==> config.mk <==
export PLATFORM = sky130hd
export DESIGN_NAME = display_scan_8dig
export DESIGN_NICKNAME = d
export VERILOG_FILES = /design/src/rtl/display_pkg.sv /design/src/rtl/bcd_to_seg7.sv /design/src/rtl/display_scan_8dig.sv
export SDC_FILE = /design/constraint.sdc
export NUM_CORES = 1
export LEC_CHECK = 0
export CORE_ASPECT_RATIO = 0.6
export CORE_MARGIN = 4
export CORE_UTILIZATION = 50
export DETAILED_ROUTE_END_ITERATION = 10
export PLACE_DENSITY = 0.76
export SLEW_MARGIN = 20
export SYNTH_ARGS = -nofsm -noshare
export SYNTH_HDL_FRONTEND = slang
export SYNTH_SLANG_ARGS = --single-unit
==> constraint.sdc <==
create_clock -name clk -period 2.5 [get_ports clk]
set_clock_uncertainty 0.05 [all_clocks]
set_input_delay 0.5 -clock clk [delete_from_list [all_inputs] [get_ports clk]]
set_output_delay 0.5 -clock clk [all_outputs]
set_load 0.01 [all_outputs]
==> src/rtl/display_pkg.sv <==
// Shared constants and types for the eight-digit multiplexed display scanner.
package display_pkg;

    // Active-low segment patterns {g,f,e,d,c,b,a}
    localparam logic [6:0] SEG_OFF  = 7'h7F;
    localparam logic [6:0] SEG_DASH = 7'b0111111;

    // Digit positions, rightmost (centesimas) first
    localparam logic [2:0] IDX_CC = 3'd0;
    localparam logic [2:0] IDX_DC = 3'd1;
    localparam logic [2:0] IDX_US = 3'd2;
    localparam logic [2:0] IDX_DS = 3'd3;
    localparam logic [2:0] IDX_UM = 3'd4;
    localparam logic [2:0] IDX_DM = 3'd5;
    localparam logic [2:0] IDX_UH = 3'd6;
    localparam logic [2:0] IDX_DH = 3'd7;

    // Digits whose decimal point is lit: s.cc, m.ss, h.mm
    localparam logic [7:0] DP_MASK = 8'b01010100;

    typedef enum logic {
        ST_BLANK = 1'b0,
        ST_SHOW  = 1'b1
    } scan_state_t;

endpackage

==> src/rtl/bcd_to_seg7.sv <==
// Combinational BCD to active-low 7-segment decoder; non-decimal codes show a dash.
module bcd_to_seg7
    import display_pkg::*;
(
    input  logic [3:0] bcd,
    output logic [6:0] seg
);

    // Glyph lookup, {g,f,e,d,c,b,a} active-low
    always_comb begin
        seg = SEG_DASH;
        case (bcd)
            4'd0: seg = 7'b1000000;
            4'd1: seg = 7'b1111001;
            4'd2: seg = 7'b0100100;
            4'd3: seg = 7'b0110000;
            4'd4: seg = 7'b0011001;
            4'd5: seg = 7'b0010010;
            4'd6: seg = 7'b0000010;
            4'd7: seg = 7'b1111000;
            4'd8: seg = 7'b0000000;
            4'd9: seg = 7'b0010000;
            default: seg = SEG_DASH;
        endcase
    end

endmodule

==> src/rtl/display_scan_8dig.sv <==
// Eight-digit common-anode display scanner.
//
// state    | meaning
// ---------+-------------------------------------------------------------
// ST_BLANK | one clk with all anodes off before the next digit is driven
// ST_SHOW  | digit idx driven until the next scan tick
//
// Digits are snapshotted once per frame (at the 7->0 wrap) so a frame never
// mixes old and new counter values; lap simply suppresses that snapshot.
module display_scan_8dig
    import display_pkg::*;
#(
    parameter int CLK_HZ   = 50_000_000,
    parameter int SCAN_HZ  = 1000,
    parameter int BLINK_HZ = 2
) (
    input  logic       clk,
    input  logic       rst,
    input  logic       stay,
    input  logic       lap,
    input  logic       lzb_en,
    input  logic       blink_en,
    input  logic [3:0] centesimas,
    input  logic [3:0] decimas,
    input  logic [3:0] unidadesSegundo,
    input  logic [2:0] decenasSegundo,
    input  logic [3:0] unidadesMinuto,
    input  logic [3:0] decenasMinuto,
    input  logic [3:0] unidadesHora,
    input  logic [1:0] decenasHora,
    output logic [7:0] an,
    output logic [6:0] seg,
    output logic       dp
);

    localparam int SCAN_DIV  = CLK_HZ / SCAN_HZ;
    localparam int BLINK_DIV = CLK_HZ / (2 * BLINK_HZ);
    localparam int PW        = (SCAN_DIV > 1) ? $clog2(SCAN_DIV) : 1;
    localparam int BW        = (BLINK_DIV > 1) ? $clog2(BLINK_DIV) : 1;
    localparam logic [PW-1:0] SCAN_LAST  = PW'(SCAN_DIV - 1);
    localparam logic [BW-1:0] BLINK_LAST = BW'(BLINK_DIV - 1);

    logic [PW-1:0] pre_cnt;
    logic          tick;
    logic [BW-1:0] blink_cnt;
    logic          blink_on;
    scan_state_t   state, state_next;
    logic [2:0]    idx, idx_next;
    logic          frame_wrap;
    logic [3:0]    shadow   [8];
    logic [3:0]    digit_in [8];
    logic [6:0]    seg_dec;
    logic          lzb_blank;
    logic          blink_gate;

    assign digit_in[IDX_CC] = centesimas;
    assign digit_in[IDX_DC] = decimas;
    assign digit_in[IDX_US] = unidadesSegundo;
    assign digit_in[IDX_DS] = {1'b0, decenasSegundo};
    assign digit_in[IDX_UM] = unidadesMinuto;
    assign digit_in[IDX_DM] = decenasMinuto;
    assign digit_in[IDX_UH] = unidadesHora;
    assign digit_in[IDX_DH] = {2'b00, decenasHora};

    assign tick = (pre_cnt == SCAN_LAST);

    // Scan prescaler: free-running 0..SCAN_DIV-1
    always_ff @(posedge clk or negedge rst) begin
        if (!rst) begin
            pre_cnt <= '0;
        end else if (tick) begin
            pre_cnt <= '0;
        end else begin
            pre_cnt <= pre_cnt + 1'b1;
        end
    end

    // Blink phase: toggles every BLINK_DIV clocks, starts in the visible phase
    always_ff @(posedge clk or negedge rst) begin
        if (!rst) begin
            blink_cnt <= '0;
            blink_on  <= 1'b1;
        end else if (blink_cnt == BLINK_LAST) begin
            blink_cnt <= '0;
            blink_on  <= ~blink_on;
        end else begin
            blink_cnt <= blink_cnt + 1'b1;
        end
    end

    // FSM state and digit index registers
    always_ff @(posedge clk or negedge rst) begin
        if (!rst) begin
            state <= ST_BLANK;
            idx   <= IDX_CC;
        end else begin
            state <= state_next;
            idx   <= idx_next;
        end
    end

    // Next-state logic: one blank clk, then show until the next tick
    always_comb begin
        state_next = state;
        idx_next   = idx;
        case (state)
            ST_BLANK: state_next = ST_SHOW;
            ST_SHOW: begin
                if (tick) begin
                    state_next = ST_BLANK;
                    idx_next   = idx + 3'd1;
                end
            end
            default: state_next = ST_BLANK;
        endcase
    end

    assign frame_wrap = (state == ST_SHOW) && tick && (idx == IDX_DH);

    // Frame-coherent snapshot, held while lap is set
    always_ff @(posedge clk or negedge rst) begin
        if (!rst) begin
            for (int i = 0; i < 8; i++) shadow[i] <= '0;
        end else if (frame_wrap && !lap) begin
            for (int i = 0; i < 8; i++) shadow[i] <= digit_in[i];
        end
    end

    bcd_to_seg7 u_dec (
        .bcd (shadow[idx]),
        .seg (seg_dec)
    );

    assign lzb_blank  = (idx == IDX_DH) && lzb_en && (shadow[IDX_DH] == 4'd0);
    assign blink_gate = !stay && blink_en && !blink_on;

    // Registered pin drivers; seg/dp keep tracking even when anodes are gated
    always_ff @(posedge clk or negedge rst) begin
        if (!rst) begin
            an  <= 8'hFF;
            seg <= SEG_OFF;
            dp  <= 1'b1;
        end else begin
            seg <= seg_dec;
            dp  <= ~DP_MASK[idx];
            if ((state == ST_SHOW) && !lzb_blank && !blink_gate) begin
                an <= ~(8'd1 << idx);
            end else begin
                an <= 8'hFF;
            end
        end
    end

endmodule
-- Yosys cells after proc, flatten, opt, wreduce, memory -nomap -nowiden
Memory sizes are Yosys's and may differ from the RTL's. A register that Yosys moved wholly into a read port is not among the register bits.
Index checks and enable logic that the tools add are counted.
- input bits: 35
- register bits after elaboration: 83
- bits in read-only memories: 120
- memories kept: 2
- output and inout bits: 16
- logic and storage cells: 57
- memories (name ; words ; width ; read ports ; clocked after memory_dff ; wr ports ; RTL line ; text):
    (no name shown) ; 16 ; 7 ; 1 ; 1 ; 0 ; bcd_to_seg7.sv:12 ; case (bcd)
    (no name shown) ; 8 ; 1 ; 1 ; 0 ; 0 ; display_scan_8dig.sv:145 ; dp <= ~DP_MASK[idx];
- equal/unequal tests: 3
- $add $sub $neg: 3
- shift-type cells: 1
- magnitude comparators: 2
- bitwise gates (word level): 5
- reduce and logical (&&, ||, !) cells: 17
- muxes and demuxes: 9
- operators by type and width (kind ; number):
    $add 24x1->24 const B ; 1
    $eq 24x24->1 const B ; 1
    $mux 24 ; 1
    $add 16x1->16 const B ; 1
    $eq 16x16->1 const B ; 1
    $mux 16 ; 1
    $bmux 4 s3 ; 1
    $logic_and 1x1->1 ; 9
    $mux 4 ; 2
    $mux 8 ; 1
    $not 8->8 ; 1
    $shl 1x3->8 const A ; 1
    $logic_not 1->1 ; 6
    $ge 4x4->1 const B ; 1
    $logic_not 4->1 ; 1
    $lt 3x4->1 const B ; 1
    $not 3->4 ; 1
    $add 3x1->3 const B ; 1
    $eq 3x3->1 const B ; 1
    $not 1->1 ; 3
    $mux 1 ; 2
    $pmux 1 s2 ; 1
    $reduce_and 2->1 ; 1

-- Logic depth before layout (Yosys ltp)
- depth in word-level cells: 7
- gate-level depth with buffers: 8

-- By module
Synthesis repeated with hierarchy kept, for this count alone.
- cells, all modules: 351
- area, all modules: 4187.8 µm²
- by module, submodules not included (module ; times used ; cells an instance ; area an instance (µm²)):
    display_scan_8dig ; 1 ; 320 ; 3963.8
    bcd_to_seg7 ; 1 ; 31 ; 224.0

-- Least setup slack after synthesis
OpenSTA, ideal clock, no wires.
- kind: register to register
- start point: register idx[0]
- end point: register seg[0]
- data arrival time: 2.389 ns
- path buffers: 1
- data required time: 2.347 ns
- stages on the path, launching flop included: 7
- path slack: -0.042 ns
- clock period less this slack: 2.542 ns
- library setup time: 0.103 ns
- cells stage by stage: dfrtp_1 -> buf_1 -> mux4_2 -> mux2_2 -> ha_1 -> a2111oi_0 -> a211oi_1
- longest elaborated chain between the ends: 4
- ends and longest elaborated chain (item ; RTL line ; text):
    start: declaration ; display_scan_8dig.sv:48 ; logic [2:0] idx, idx_next;
    start signal: assignment ; display_scan_8dig.sv:98 ; idx <= idx_next;
    $not 3->4 (not written as such) ; display_scan_8dig.sv:130 ; .bcd (shadow[idx]),
    $bmux 4 s3 ; display_scan_8dig.sv:130 ;
    $mux 4 (not written as such) (2 in a row) ; display_scan_8dig.sv:130 ;
    end: declaration ; display_scan_8dig.sv:32 ; output logic [6:0] seg,
No other way between the ends. The select of a mux whose other input is x is not followed.
A chain may end at the register's enable or synchronous reset.

-- Worst setup path in the final report
- start point: register pre_cnt[14]
- end point: register shadow[7] (netlist name)
- longest elaborated chain between the ends: 4
- ends and longest elaborated chain (item ; RTL line ; text):
    start: declaration ; display_scan_8dig.sv:43 ; logic [PW-1:0] pre_cnt;
    start signal: assignment ; display_scan_8dig.sv:74 ; pre_cnt <= pre_cnt + 1'b1;
    $eq 16x16->1 ; display_scan_8dig.sv:65 ; assign tick = (pre_cnt == SCAN_LAST);
    $logic_and 1x1->1 (2 in a row) ; display_scan_8dig.sv:118 ; assign frame_wrap = (state == ST_SHOW) && tick && (idx == IDX_DH);
    $logic_and 1x1->1 ; display_scan_8dig.sv:124 ; end else if (frame_wrap && !lap) begin
    end: declaration ; display_scan_8dig.sv:50 ; logic [3:0] shadow [8];
No other way between the ends.

==> reports/metrics.yaml <==
placement:
  gp_congestion: 0.8133
  dp.cells: 524
  portBuffers: 50
  hpwl_mm: 6.662
  preCtsSetupSlack_ps: 54.64
setup_path:
  crit_type: "flop to flop"
  arrival_ps: 2600
  r2r_slack_ps: 70
  path_max_fanout: 7
  cp.required_ps: 2670
  r2r_end: "shadow[7]"
  end_kind: "flop"
  reg2reg_from: "pre_cnt[14]"
  cp-start-kind: "flop"
  rr_worst_depth: 6
sta:
  fin_tns_setup_ps: 0
  holdWs_ps: 55.19
  final-hold-violation-count: 0
  fin_crit_ps: 2427
  fin_crit_sh_pct: 97.08
  report.final.slew_viol_count: 0
  maxSlewHeadroom_pct: 63.32
  postLayoutSetupSlackWorst_ps: 73.01
  worst_pin_slew_ps: 546.9
  fmax_mhz: 412.0
  setup_viol: 0
  rsz0062_at_grt: "no"
logic_synthesis:
  synth_top_family_by_area: "simple AND/OR/NAND/NOR gates"
  synthCells: 358
  yosys.area.top_type: "dfrtp_1"
  synth_warnings: 0
  synth_seq_cells: 90
  synth_nets: 407
  synthAdderAreaFrac_pct: 4.049
  synth_area_leaders: "dfrtp_1 42%, dfstp_2 10%, mux2_2 6.5%, ha_1 4.0%, xnor2_1 3.6%"
  synth_area_um2: 4327
  yosysSeqAreaShare_pct: 52.54
  avgSynthCellArea_um2: 12.09
  synth_xor_area_share_pct: 5.668
  synth_compound_area_share_pct: 6.160
  synth_edf_count: 0
  synthSimpleGateAreaFrac_pct: 15.41
  synth.distinct_cells: 50
  synth.top_cell.area_share_pct: 42.22
  synthArstFlopShare_pct: 100.0
  synthMuxAreaShare_pct: 13.27
  ys.flop_type: "dfrtp_1"
pwr:
  p_per_area_nw_per_um2: 567.4
  p_leak_uw: 0.002337
  peakVddDrop_v: 0.0004890
  total_power_uw: 3109
grt:
  grt_usage_pct: 19.38
  grt_pass1_wl_mm: 15.39
  grt_max_degree: 41
  antenna_found_initial: 0
  overflow: 0
  first_global_vias: 3002
cts:
  clkSinkCount: 90
  clk_latency_ps: 340
  clockBufferDepth: 2
  cts_tree: "done"
  htreeDepth: 3
  path_clk_slew_ps: 60
  cts_root_buffer: "clkbuf_16"
  cts_inserted_buffers: 9
finish:
  n_antenna_cell: 0
  fin_cells: 545
  drive_gt1_share_pct: 23.80
  nNetsFinal: 481
  syn_to_final_growth_pct: 26.63
  fillerInstances: 592
detailed_routing:
  viasPerCell: 5.655
  drt_wl_total_mm: 9.749
  drt_pre_antenna_iters: 5
  drt_iter0_drc: 214
  vias: 3082
  ant_nets: 0
  drc: 0
  wire_per_inst_um: 17.89
floorplan:
  die_area_um2: 10250
  die_w_um: 128.1
  fp.dieH_um: 80.06
  initial_utilization_pct: 53.20
  ioPinCount: 51
  coreArea_um2: 8133
  rows: 25
job:
  drv_cap: 0
min_path:
  hold_path.class: "primary input to asynchronous set/reset pin"
run_status:
  outcome: "finished clean"
==> worst max path at each step <==
| stage | from | to | slack, ps | cells past startpoint |
|---|---|---|---|---|
| global route | idx[0] | seg[5] | 10 | 8 |
| floorplan | pre_cnt[11] | shadow[0] | 60 | 7 |
| global placement | pre_cnt[4] | shadow[20] | 110 | 5 |
| detailed placement | pre_cnt[4] | shadow[20] | 50 | 5 |
| finish | pre_cnt[14] | shadow[7] | 70 | 6 |
| CTS | idx[0] | seg[5] | 20 | 8 |
==> flip-flops by register name, indices dropped and copies added (netlist names), 3 cells and up <==
| name | count |
|---|---|
| an | 8 |
| shadow | 29 |
| idx | 3 |
| pre_cnt | 16 |
| blink_cnt | 24 |
| seg | 7 |
==> where the power goes <==
group	internal, uW	total [uW]	switching [uW]
clock network	821	1380	555
logic	122	213	91.6
registers	1500	1520	17.5
==> cell type report <==
class	count	area, um^2	share of cell area, %
Clock buffer	13	292.8	5.344
Clock inverter	3	18.77	0.3425
Multi-Input combinational cell	244	1939	35.40
Inverter	12	45.04	0.8221
Sequential cell	90	2273	41.49
Tap cell	108	135.1	2.466
Timing Repair Buffer	75	774.5	14.14
==> layout by cell type, fill, tap and decap left out, drive strengths merged, types with 2 or more instances in the layout <==
master / count
a2111oi: 2
a211oi: 6
a21oi: 11
and2: 5
and3: 3
and4: 5
buf: 24
clkbuf: 15
clkdlybuf4s50: 49
clkinv: 4
dfrtp: 73
dfstp: 17
ha: 14
inv: 11
mux2: 35
mux2i: 3
mux4: 5
nand2: 21
nand2b: 3
nand3: 14
nand4: 11
nor2: 22
nor2b: 2
nor3: 6
nor4: 4
nor4b: 2
o21ai: 8
o22a: 2
o22ai: 4
o31ai: 4
or2: 2
or3: 6
or4: 6
or4bb: 2
xnor2: 18
xor2: 10
==> repair_timing <==
item,CTS,global route
setup endpoints to repair,1,21
hold buffers,0,0
buffers inserted,1,1
gates cloned,0,3
resized for setup,0,6
pin swaps,0,1
endpoints found under the hold margin,0,0
==> worst max-delay path, stage by stage, from the launching register on <==
cell and delay, ps:
dfrtp_1 390, or4bb_1 510, or4_4 560, nor3_4 170, buf_12 150, clkbuf_16 150, mux2_2 340
==> logic make-up after synthesis <==
group / Yosys count
AOI/OAI and AO/OA: 41
xor gates and xnor gates: 28
adders and majority gates: 14
buffers and inverters: 24
DFF: 90
muxes: 43
and+or+nand+nor: 118
==> Yosys cell counts (all sizes together), types with 3 or more instances <==
cell type,count
ha,14
mux4,5
nand2,21
mux2,35
o22ai,4
nor4,4
clkbuf,7
nand4,11
nor3,6
dfstp,17
a21oi,11
or3,6
xor2,10
mux2i,3
nand2b,3
nand3,14
buf,5
and2,5
and3,3
inv,11
and4,5
dfrtp,73
or4,6
o21ai,8
a211oi,6
xnor2,18
o31ai,4
nor2,22
==> routing by layer <==
| metal | track usage (%) | wire length, um | share of wire, % |
|---|---|---|---|
| met5 | 0 | 0 | 0 |
| met4 | 5.614 | 102 | 1.0 |
| met3 | 4.186 | 507 | 5.2 |
| met2 | 27.56 | 4416 | 45 |
| met1 | 29.64 | 4723 | 48 |
==> stage by stage <==
stage,utilization [%],cell area [um^2]
detailed placement,62.31,5067
global placement,62.31,5067
finish,67.37,5479
CTS,66.23,5386
floorplan,-,4328
global route,67.37,5479
(Power assumes the default switching activity.)
